--- config.mk ---
export PLATFORM = sky130hd
export DESIGN_NAME = delay_timer_arb
export DESIGN_NICKNAME = d
export VERILOG_FILES = /design/src/rtl/delay_timer_arb.sv
export SDC_FILE = /design/constraint.sdc
export NUM_CORES = 1
export LEC_CHECK = 0
export CORE_UTILIZATION = 29
export CTS_BUF_LIST = sky130_fd_sc_hd__clkbuf_4
export DETAILED_ROUTE_END_ITERATION = 12
export PLACE_DENSITY_LB_ADDON = 0.12
export SYNTH_ARGS = -nofsm -noshare
export SYNTH_HDL_FRONTEND = slang
export SYNTH_SLANG_ARGS = --single-unit
--- constraint.sdc ---
create_clock -name clk -period 3 [get_ports clk]
set_input_delay 0.3 -clock clk [delete_from_list [all_inputs] [get_ports clk]]
set_output_delay 0.3 -clock clk [all_outputs]
set_load 0.1 [all_outputs]
--- src/rtl/delay_timer_arb.sv ---
`default_nettype none
// ============================================================================
// Module   : delay_timer_arb
// Brief    : Round-robin sharing of one adjustable delay counter among NREQ
//            requesters; programs the counter, waits for its strobe, pulses done.
// Revision : 1.0
// ============================================================================
module delay_timer_arb #(
    parameter int NREQ = 4,
    parameter int dw   = 16
) (
    input  logic                     clk,
    input  logic                     reset,
    input  logic [NREQ-1:0]          req,
    input  logic [NREQ*dw-1:0]       req_delay,
    input  logic                     abort,
    output logic [NREQ-1:0]          done,
    output logic                     busy,
    output logic [$clog2(NREQ)-1:0]  grant_id,
    output logic                     tmr_load,
    output logic [dw-1:0]            tmr_limit,
    output logic                     tmr_en,
    input  logic                     tmr_strb
);

    localparam int GW = $clog2(NREQ);

    localparam logic [2:0] c_IDLE = 3'd0;
    localparam logic [2:0] c_LOAD = 3'd1;
    localparam logic [2:0] c_RUN  = 3'd2;
    localparam logic [2:0] c_DONE = 3'd3;
    localparam logic [2:0] c_CLR  = 3'd4;

    logic [2:0]      state_q, state_d;
    logic [GW-1:0]   rr_q, rr_d;
    logic [GW-1:0]   grant_q, grant_d;
    logic [dw-1:0]   delay_q, delay_d;
    logic [NREQ-1:0] done_q, done_d;
    logic            busy_q, busy_d;
    logic            load_q, load_d;
    logic [dw-1:0]   limit_q, limit_d;
    logic            en_q, en_d;

    logic            w_found;
    logic [GW-1:0]   w_pick;
    logic [dw-1:0]   w_delay_arr [NREQ];

    for (genvar g = 0; g < NREQ; g++) begin : g_unpack
        assign w_delay_arr[g] = req_delay[g*dw +: dw];
    end

    function automatic logic [GW-1:0] wrap_idx(input logic [GW-1:0] base, input int unsigned off);
        int unsigned sum;
        sum = (32'(base) + off) % 32'(NREQ);
        return sum[GW-1:0];
    endfunction

    // First set request strictly after the last grant, wrapping around.
    always_comb begin
        w_found = 1'b0;
        w_pick  = '0;
        for (int k = 1; k <= NREQ; k++) begin
            if (!w_found && req[wrap_idx(rr_q, k)]) begin
                w_found = 1'b1;
                w_pick  = wrap_idx(rr_q, k);
            end
        end
    end

    always_ff @(posedge clk or posedge reset) begin
        if (reset) begin
            state_q <= c_IDLE;
            rr_q    <= GW'(NREQ - 1);
            grant_q <= '0;
            delay_q <= '0;
        end else begin
            state_q <= state_d;
            rr_q    <= rr_d;
            grant_q <= grant_d;
            delay_q <= delay_d;
        end
    end

    always_comb begin
        state_d = state_q;
        rr_d    = rr_q;
        grant_d = grant_q;
        delay_d = delay_q;
        case (state_q)
            c_IDLE: begin
                if (w_found) begin
                    rr_d    = w_pick;
                    grant_d = w_pick;
                    delay_d = w_delay_arr[w_pick];
                    state_d = (w_delay_arr[w_pick] == '0) ? c_DONE : c_LOAD;
                end
            end
            c_LOAD: state_d = abort ? c_CLR : c_RUN;
            c_RUN: begin
                // Abort takes priority over a strobe arriving in the same cycle.
                if (abort) begin
                    state_d = c_CLR;
                end else if (tmr_strb) begin
                    state_d = c_DONE;
                end
            end
            c_DONE:  state_d = c_IDLE;
            c_CLR:   state_d = c_IDLE;
            default: state_d = c_IDLE;
        endcase
    end

    // Outputs are decoded from the next state so every port is registered.
    always_comb begin
        busy_d  = (state_d != c_IDLE);
        load_d  = (state_d == c_LOAD) || (state_d == c_CLR);
        limit_d = (state_d == c_LOAD) ? delay_d : '0;
        en_d    = (state_d == c_RUN);
        done_d  = '0;
        if (state_d == c_DONE) begin
            done_d[grant_d] = 1'b1;
        end
    end

    always_ff @(posedge clk or posedge reset) begin
        if (reset) begin
            done_q  <= '0;
            busy_q  <= 1'b0;
            load_q  <= 1'b0;
            limit_q <= '0;
            en_q    <= 1'b0;
        end else begin
            done_q  <= done_d;
            busy_q  <= busy_d;
            load_q  <= load_d;
            limit_q <= limit_d;
            en_q    <= en_d;
        end
    end

    assign done      = done_q;
    assign busy      = busy_q;
    assign grant_id  = grant_q;
    assign tmr_load  = load_q;
    assign tmr_limit = limit_q;
    assign tmr_en    = en_q;

endmodule
`default_nettype wire
==> reports/metrics.yaml, run 1 <==
rsz0062_at_grt: "false"
start_util_pct: 30.1
status: "completed"
ys_warn_count: 0
path_clk_slew_ns: 0.10
dr.pass1.iters: 4
critPathTopFamily: "compound AO/OA/AOI/OAI gates"
final_util_pct: 47.2
yosysUniqueCellTypes: 45
coreArea_um2: 6350
worstSkewPairLatency_ns: 0.33
async_reset_ff_share_pct: 100
p_seq_share_pct: 21.0
clockRootBuffer: "clkbuf_4"
clock-sinks: 30
finalCritPeriodShare_pct: 90.3
detail_route.wl_per_cell_um: 15.1
pwr-share-clk_pct: 10.1
num_antenna_cells: 0
yosys-top-cells-count: "28 x dfrtp_1, 17 x a21oi_1, 17 x nand2_1"
detailed_place_hpwl_mm: 4.61
drtIter0Drc: 69
clockBufferDepth: 2
drc_errors: 0
post-synth-top-area-fraction_pct: 36.6
cp.arrival_ns: 2.95
leakage_nw: 1.26
power_density_nw_per_um2: 1060
synth_seq_cells: 30
ir_drop_mv: 0.852
syn_nets: 269
worst_setup_path_start_kind: "primary input"
fin_setup_tns_ns: 0
synthFlopType: "dfrtp_1"
ios: 97
vias_per_cell: 4.93
ant_nets: 0
endpoint_kind: "flip-flop"
gr-total-overflow: 0
cts_max_level: 2
clock_skew_ns: 0.00971
worstSetupPathType: "in2reg"
postCtsHoldBufs: 0
path_max_fanout: 11
switchingPower_mw: 1.74
layout-drive-gt1-share_pct: 20.9
path_buf_inv: 2
pwr-share-comb_pct: 69.0
grt_use_total_pct: 16.9
slowest_delay_ns: 0.54
layout.nets: 372
syn-cell-area_um2: 1910
rows: 29
fin_hold_ws_ns: 0.345
swShare_pct: 55.0
power_mw: 3.17
ys_seq_area_share_pct: 39.4
fillers: 607
antenna_found_initial: 0
io_buffers: 96
dieWidth_um: 83.2
cts_tree: "built"
die-area_um2: 6930
synth_edf_count: 0
routed_wl_mm: 5.70
post-route-min-period_ns: 2.71
synth_top_cell_by_area: "dfrtp_1"
cts_buffers: 5
first_global_vias: 1850
yosysMostFrequentCell: "dfrtp_1"
grt_max_degree: 31
p_int_mw: 1.43
avgSynthCellArea_um2: 9.71
hold_violations: 0
post-cts-setup-buffers: 0
die_h_um: 83.2
areaGrowthSynthToFinish_pct: 56.6
crit_chain: "clkdlybuf4s50_1 -> and2b_1 -> o21ai_2 -> buf_4 -> a21boi_1 -> a211oi_2 -> o22ai_1 -> nor4_4 -> nand4_2 -> a211oi_1"
tightest_slew_ns: 0.986
gp_congestion: 0.841
grt_pass1_wl_mm: 9.21
cts_resized: 0
maxCapViolations: 0
synth.area.top_cells: "dfrtp_1 37%, a21boi_0 6.3%, a211oi_1 5.1%"
setup_violations: 0
worst_ep_required_time_ns: 3.24
finalMaxSlewViolations: 0
clock.fmax_mhz: 369
relSlewSlack_pct: 34.0
syn_inst: 197
crit_slowest_cell: "clkdlybuf4s50_1"
routed-via-count: 1865
hp-class: "in2async"
-- tightest hold or removal path: stages --
cell             delay, ns
clkdlybuf4s50_1       0.40
inv_1                 0.05
buf_4                 0.34
-- final timing paths --
path | start | end | slack (ns) | cells past startpoint
max | req[3] | done[0] | 0.29 | 10
min | reset | tmr_limit[13] | 0.34 | 3
max reg2reg | rr_q[0] | done[0] | 0.30 | 9
min reg2reg | rr_q[0] | rr_q[0] | 0.55 | 2
max in group asynchronous | reset | rr_q[0] | 2.34 | 3
min in group clk | rr_q[0] | rr_q[0] | 0.55 | 2
-- cell families (layout without fill, tap and decap cells) --
logic type / Yosys count / after routing / share of synthesized area (%)
XOR/XNOR: 1 / 1 / 0.458
flip-flops: 30 / 30 / 39.4
AO/OA/AOI/OAI: 83 / 83 / 33.7
buffers and inverters: 23 / 127 / 10.0
AND/OR/NAND/NOR: 60 / 60 / 16.5
-- sequential cells by signal (all words and copies together) (netlist names) --
register	count
done	4
grant_id	2
tmr_limit	16
state_q	3
busy	1
rr_q	2
tmr_load	1
tmr_en	1
-- through the flow --
step | setup WS (ns) | std cells | instance area [µm²]
6_report | 0.292 | 378 | 3000
5_1_grt | 0.0248 | 378 | 3000
4_1_cts | 0.267 | 378 | 3000
3_5_place_dp | -0.0755 | 370 | 2920
3_3_place_gp | -0.0364 | 370 | 2920
2_1_floorplan | 0.611 | 197 | 1910
-- placed cells by master (no fill, tap or decap), types with 2 or more instances in the layout --
master / n
a211oi_2: 7
a31oi_1: 3
dfstp_2: 2
nor2_1: 15
dfrtp_1: 28
a21o_1: 3
clkbuf_4: 5
a21boi_0: 16
nand3_1: 2
and4_2: 2
a22o_2: 7
a21oi_1: 17
a21boi_1: 2
clkdlybuf4s50_1: 85
o22ai_1: 4
inv_1: 5
clkinv_2: 2
buf_4: 28
nand2b_1: 3
a211oi_1: 13
nand2_1: 17
nor4_1: 2
a21o_2: 2
nor3_1: 10
-- cell type report --
type / instances / area (µm²) / share of cell area (%)
Timing Repair Buffer: 114 / 1080 / 36.1
Clock inverter: 3 / 40.0 / 1.34
Clock buffer: 5 / 37.5 / 1.25
Tap cell: 77 / 96.3 / 3.22
Inverter: 5 / 18.8 / 0.627
Multi-Input combinational cell: 144 / 968 / 32.3
Sequential cell: 30 / 753 / 25.1
-- metal layers --
layer | track usage, % | vias up | part of all wire (%)
li1 | - | 941 | -
met2 | 27.2 | 70 | 46
met1 | 23.0 | 848 | 47
met3 | 3.48 | 6 | 5.5
met5 | 0 | - | 0
met4 | 4.70 | 0 | 1.2
-- power by group through the flow --
stage	clock network, mW	logic (mW)	registers (mW)
2_1_floorplan	0	0.990	1.39
3_3_place_gp	0	2.18	0.669
3_5_place_dp	0	2.19	0.670
4_1_cts	0.330	2.20	0.663
5_1_grt	0.351	2.32	0.683
6_report	0.319	2.18	0.664
Note: power is estimated with default switching activity, not from simulation.
==> run 2: changes to the inputs <==
- CORE_UTILIZATION: 29 -> 30
==> reports/metrics.yaml, run 2 (synthesis results as in run 1) <==
num_antenna_cells: 0
hold_violations: 0
swShare_pct: 55.9
maxCapViolations: 0
cts_tree: "built"
die-area_um2: 6700
routed_wl_mm: 5.71
layout.nets: 377
dr.pass1.iters: 5
ant_nets: 0
setup_violations: 0
slowest_delay_ns: 0.57
reg2reg_slack_ns: 0.26
first_global_vias: 1878
final_cell_mix: "85 x clkdlybuf4s50_1, 32 x buf_4, 28 x dfrtp_1"
leakage_nw: 1.28
finalMaxSlewViolations: 0
rows: 28
detailed_place_hpwl_mm: 4.62
cp.arrival_ns: 2.97
relSlewSlack_pct: 34.3
coreArea_um2: 6030
crit_top_cell: "a211oi_1"
pwr-share-comb_pct: 71.4
grt_pass1_wl_mm: 8.96
crit_chain: "o21a_1 -> o21ai_4 -> and2_1 -> buf_12 -> a211oi_1 -> o22ai_1 -> nor4_4 -> nand4_2 -> a211oi_1"
p_int_mw: 1.38
clockRootBuffer: "clkbuf_4"
finalCritPeriodShare_pct: 91.2
fin_setup_tns_ns: 0
final_util_pct: 50.2
reg2reg_to: "done[2]"
worst_setup_path_start_kind: "flip-flop"
worst_ep_required_time_ns: 3.23
postCtsHoldBufs: 0
post-route-min-period_ns: 2.74
ios: 97
clock_skew_ns: 0.00869
start_util_pct: 31.7
mostFrequentLayoutCell: "clkdlybuf4s50_1"
crit_slowest_cell: "dfstp_2"
areaGrowthSynthToFinish_pct: 58.2
gr-total-overflow: 0
tightest_slew_ns: 0.983
rr_startpoint: "rr_q[0]"
pwr-share-clk_pct: 7.3
clock-sinks: 30
cts_max_level: 2
die_h_um: 81.9
place_inst: 373
drc_errors: 0
gp_congestion: 0.771
path_clk_slew_ns: 0.10
status: "completed"
fillers: 593
drtIter0Drc: 108
path_max_fanout: 12
rsz0062_at_grt: "false"
grt_use_total_pct: 18.0
largest_register_ff_count: 16
worstSkewPairLatency_ns: 0.33
grt_max_degree: 31
post-cts-setup-buffers: 0
setup_slack_ns: 0.263
cts_buffers: 5
power_density_nw_per_um2: 1030
switchingPower_mw: 1.75
vias_per_cell: 5.05
clockBufferDepth: 2
endpoint_kind: "flip-flop"
hp-class: "in2async"
ir_drop_mv: 0.672
p_seq_share_pct: 21.3
detail_route.wl_per_cell_um: 15.0
antenna_found_initial: 0
worstSetupPathType: "reg2reg"
dp_slack_ns: -0.135
layout-drive-gt1-share_pct: 21.9
io_buffers: 96
final_cells: 381
clock.fmax_mhz: 365
routed-via-count: 1923
reg2reg_depth: 9
dieWidth_um: 81.9
run 2: changes by cell type in the layout (fill, tap and decap cells not counted):
| cell | delta |
|---|---|
| o21ai_4 | +1 |
| clkinv_1 | +1 |
| buf_4 | +4 |
| clkinv_2 | -1 |
| o21ai_2 | -1 |
| bufinv_16 | -1 |
| buf_12 | +1 |
| clkinvlp_4 | +1 |
run 2: worst max path at each step:
stage	start	endpoint	slack, ns
floorplan	rr_q[1]	done[2]	0.61
global placement	req[3]	done[0]	-0.03
detailed placement	req[3]	done[2]	-0.13
CTS	req[3]	done[2]	0.23
global route	rr_q[1]	done[1]	0.009
finish	rr_q[0]	done[2]	0.26
run 2: final cells by class:
| cell class | instances | area, µm² | share of cell area [%] |
|---|---|---|---|
| tap | 75 | 93.8 | 3.10 |
| sequential | 30 | 753 | 24.9 |
| clock inverter | 3 | 16.3 | 0.537 |
| inverter | 5 | 18.8 | 0.620 |
| multi-input combinational | 144 | 976 | 32.2 |
| timing repair buffer | 119 | 1130 | 37.4 |
| clock buffer | 5 | 37.5 | 1.24 |
run 2: stage by stage:
stage | hold slack, ns | area, µm² | power [mW]
2_1_floorplan | 0.389 | 1910 | 2.38
3_3_place_gp | 0.515 | 2970 | 2.88
3_5_place_dp | 0.518 | 2970 | 2.89
4_1_cts | 0.338 | 3020 | 3.13
5_1_grt | 0.384 | 3030 | 3.33
6_report | 0.323 | 3030 | 3.12
run 2: repair_timing:
item	in CTS	in global routing
endpoints found under the setup margin	0	2
hold endpoints to repair	0	0
resized for setup	0	1
run 2: per-layer routing:
layer | GRT usage (%) | wire (µm) | up-vias
met5 | 0 | 0 | -
met1 | 24.9 | 2640 | 884
met3 | 4.11 | 399 | 4
met2 | 27.7 | 2640 | 84
li1 | - | - | 951
met4 | 5.26 | 36 | 0
run 2: worst max-delay path, delay by kind of cell, from the launching register on:
family          cells  cell delay, ns
compound gates      5            1.11
simple gates        3            0.80
flops               1            0.57
buf+inv             1            0.15
run 2: power groups by stage:
stage,Combinational (mW),Clock [mW],Sequential [mW]
after floorplan,0.990,0,1.39
after global placement,2.21,0,0.670
after detailed placement,2.22,0,0.672
after CTS,2.23,0.242,0.665
after global routing,2.38,0.258,0.690
final,2.23,0.229,0.665
==> run 3: changes to the inputs <==
- CORE_UTILIZATION: 30 -> 41
==> reports/metrics.yaml, run 3 (synthesis results as in run 1) <==
detailed_place_hpwl_mm: 4.11
reg2reg_slack_ns: 0.31
die-area_um2: 4940
relSlewSlack_pct: 35.3
detail_route.wl_per_cell_um: 14.7
cts_tree: "built"
hp-class: "in2async"
rr_startpoint: "rr_q[0]"
dr.pass1.iters: 4
leakage_nw: 1.27
reg2reg_to: "done[1]"
setup_slack_ns: 0.306
finalCritPeriodShare_pct: 89.8
worst_setup_path_start_kind: "flip-flop"
power_density_nw_per_um2: 1050
crit_chain: "o21a_1 -> o21ai_2 -> buf_12 -> and2_1 -> buf_12 -> a211oi_1 -> o22ai_1 -> nor4_4 -> nand4_2 -> a211oi_1"
first_global_vias: 1759
routed-via-count: 1940
io_buffers: 96
clock_skew_ns: 0.00936
fin_setup_tns_ns: 0
dieWidth_um: 70.3
post-route-min-period_ns: 2.69
cts_resized: 0
rows: 24
fillers: 363
pwr-share-clk_pct: 7.5
ir_drop_mv: 0.428
seq_area_um2: 753
layout.nets: 372
switchingPower_mw: 1.74
grt_use_total_pct: 21.1
clock.fmax_mhz: 371
tightest_slew_ns: 0.967
crit_slowest_cell: "dfstp_2"
finalMaxSlewViolations: 0
multi_input_area_um2: 968
cts_buffers: 5
largest_register_ff_count: 16
coreArea_um2: 4410
setup_violations: 0
antenna_found_initial: 0
gp_congestion: 0.786
clock-sinks: 30
drc_errors: 0
num_antenna_cells: 0
slowest_delay_ns: 0.57
routed_wl_mm: 5.20
post-cts-setup-buffers: 0
swShare_pct: 55.6
rsz0062_at_grt: "false"
p_int_mw: 1.39
vias_per_cell: 5.50
final_util_pct: 67.6
worst_ep_required_time_ns: 3.24
layout-drive-gt1-share_pct: 21.3
postCtsHoldBufs: 0
start_util_pct: 43.3
ios: 97
gr-total-overflow: 0
path_max_fanout: 20
path_clk_slew_ns: 0.10
die_h_um: 70.3
worstSetupPathType: "reg2reg"
fin_hold_ws_ns: 0.334
areaGrowthSynthToFinish_pct: 56.0
cp.arrival_ns: 2.93
cts_max_level: 2
maxCapViolations: 0
critPathLaunch: "rr_q[0]"
ant_nets: 0
cp-endpoint: "done[1]"
grt_pass1_wl_mm: 8.19
dp_slack_ns: -0.0132
status: "completed"
drtIter0Drc: 95
final_cell_mix: "83 x clkdlybuf4s50_1, 28 x dfrtp_1, 26 x buf_4"
grt_max_degree: 31
pwr-share-comb_pct: 71.2
hold_violations: 0
clockBufferDepth: 2
worstSkewPairLatency_ns: 0.34
p_seq_share_pct: 21.4
mostFrequentLayoutCell: "clkdlybuf4s50_1"
endpoint_kind: "flip-flop"
clockRootBuffer: "clkbuf_4"
reg2reg_depth: 10
[run 3: changes by cell type in the layout (fill, tap and decap cells not counted), sizes merged]
cell,change
buf,-3
clkdlybuf4s50,-2
[run 3: per-stage QoR]
| stage | cells | area (µm²) | power, mW |
|---|---|---|---|
| floorplan | 197 | 1910 | 2.38 |
| detailed placement | 345 | 2930 | 2.90 |
| CTS | 353 | 2990 | 3.14 |
| global placement | 345 | 2930 | 2.88 |
| finish | 353 | 2990 | 3.13 |
| global route | 353 | 2990 | 3.30 |
[run 3: worst min-delay path by stage]
stage | startpoint | to | slack [ns] | cells past startpoint
after detailed placement | rr_q[0] | rr_q[0] | 0.53 | 2
after global placement | rr_q[0] | rr_q[0] | 0.52 | 2
after floorplan | reset | busy | 0.39 | 1
final | reset | tmr_limit[3] | 0.33 | 3
after CTS | reset | state_q[2] | 0.34 | 3
after global routing | reset | tmr_load | 0.35 | 3
[run 3: layout make-up]
class / instances / area share (%)
Clock buffer: 5 / 1.26
Inverter: 5 / 0.629
Sequential cell: 30 / 25.2
Multi-Input combinational cell: 144 / 32.4
Tap cell: 52 / 2.18
Timing Repair Buffer: 114 / 37.7
Clock inverter: 3 / 0.545
[run 3: power groups by stage]
stage                     Sequential (mW)  Clock [mW]  Combinational [mW]
after global routing                0.688       0.255                2.35
after floorplan                      1.39           0               0.990
after detailed placement            0.676           0                2.23
after global placement              0.672           0                2.20
final                               0.668       0.233                2.23
after CTS                           0.668       0.237                2.23
[run 3: metal layers]
| layer | share of wire (%) | track usage [%] |
|---|---|---|
| met2 | 50 | 34.7 |
| met1 | 43 | 27.0 |
| met3 | 6.6 | 5.77 |
| met4 | 1.2 | 6.00 |
| met5 | 0 | 0 |
[run 3: worst max-delay path, delay by kind of cell, from the launching register on]
kind	cells	cell delay (ns)
compound gates	5	0.99
buf+inv	2	0.31
flops	1	0.57
simple gates	3	0.71
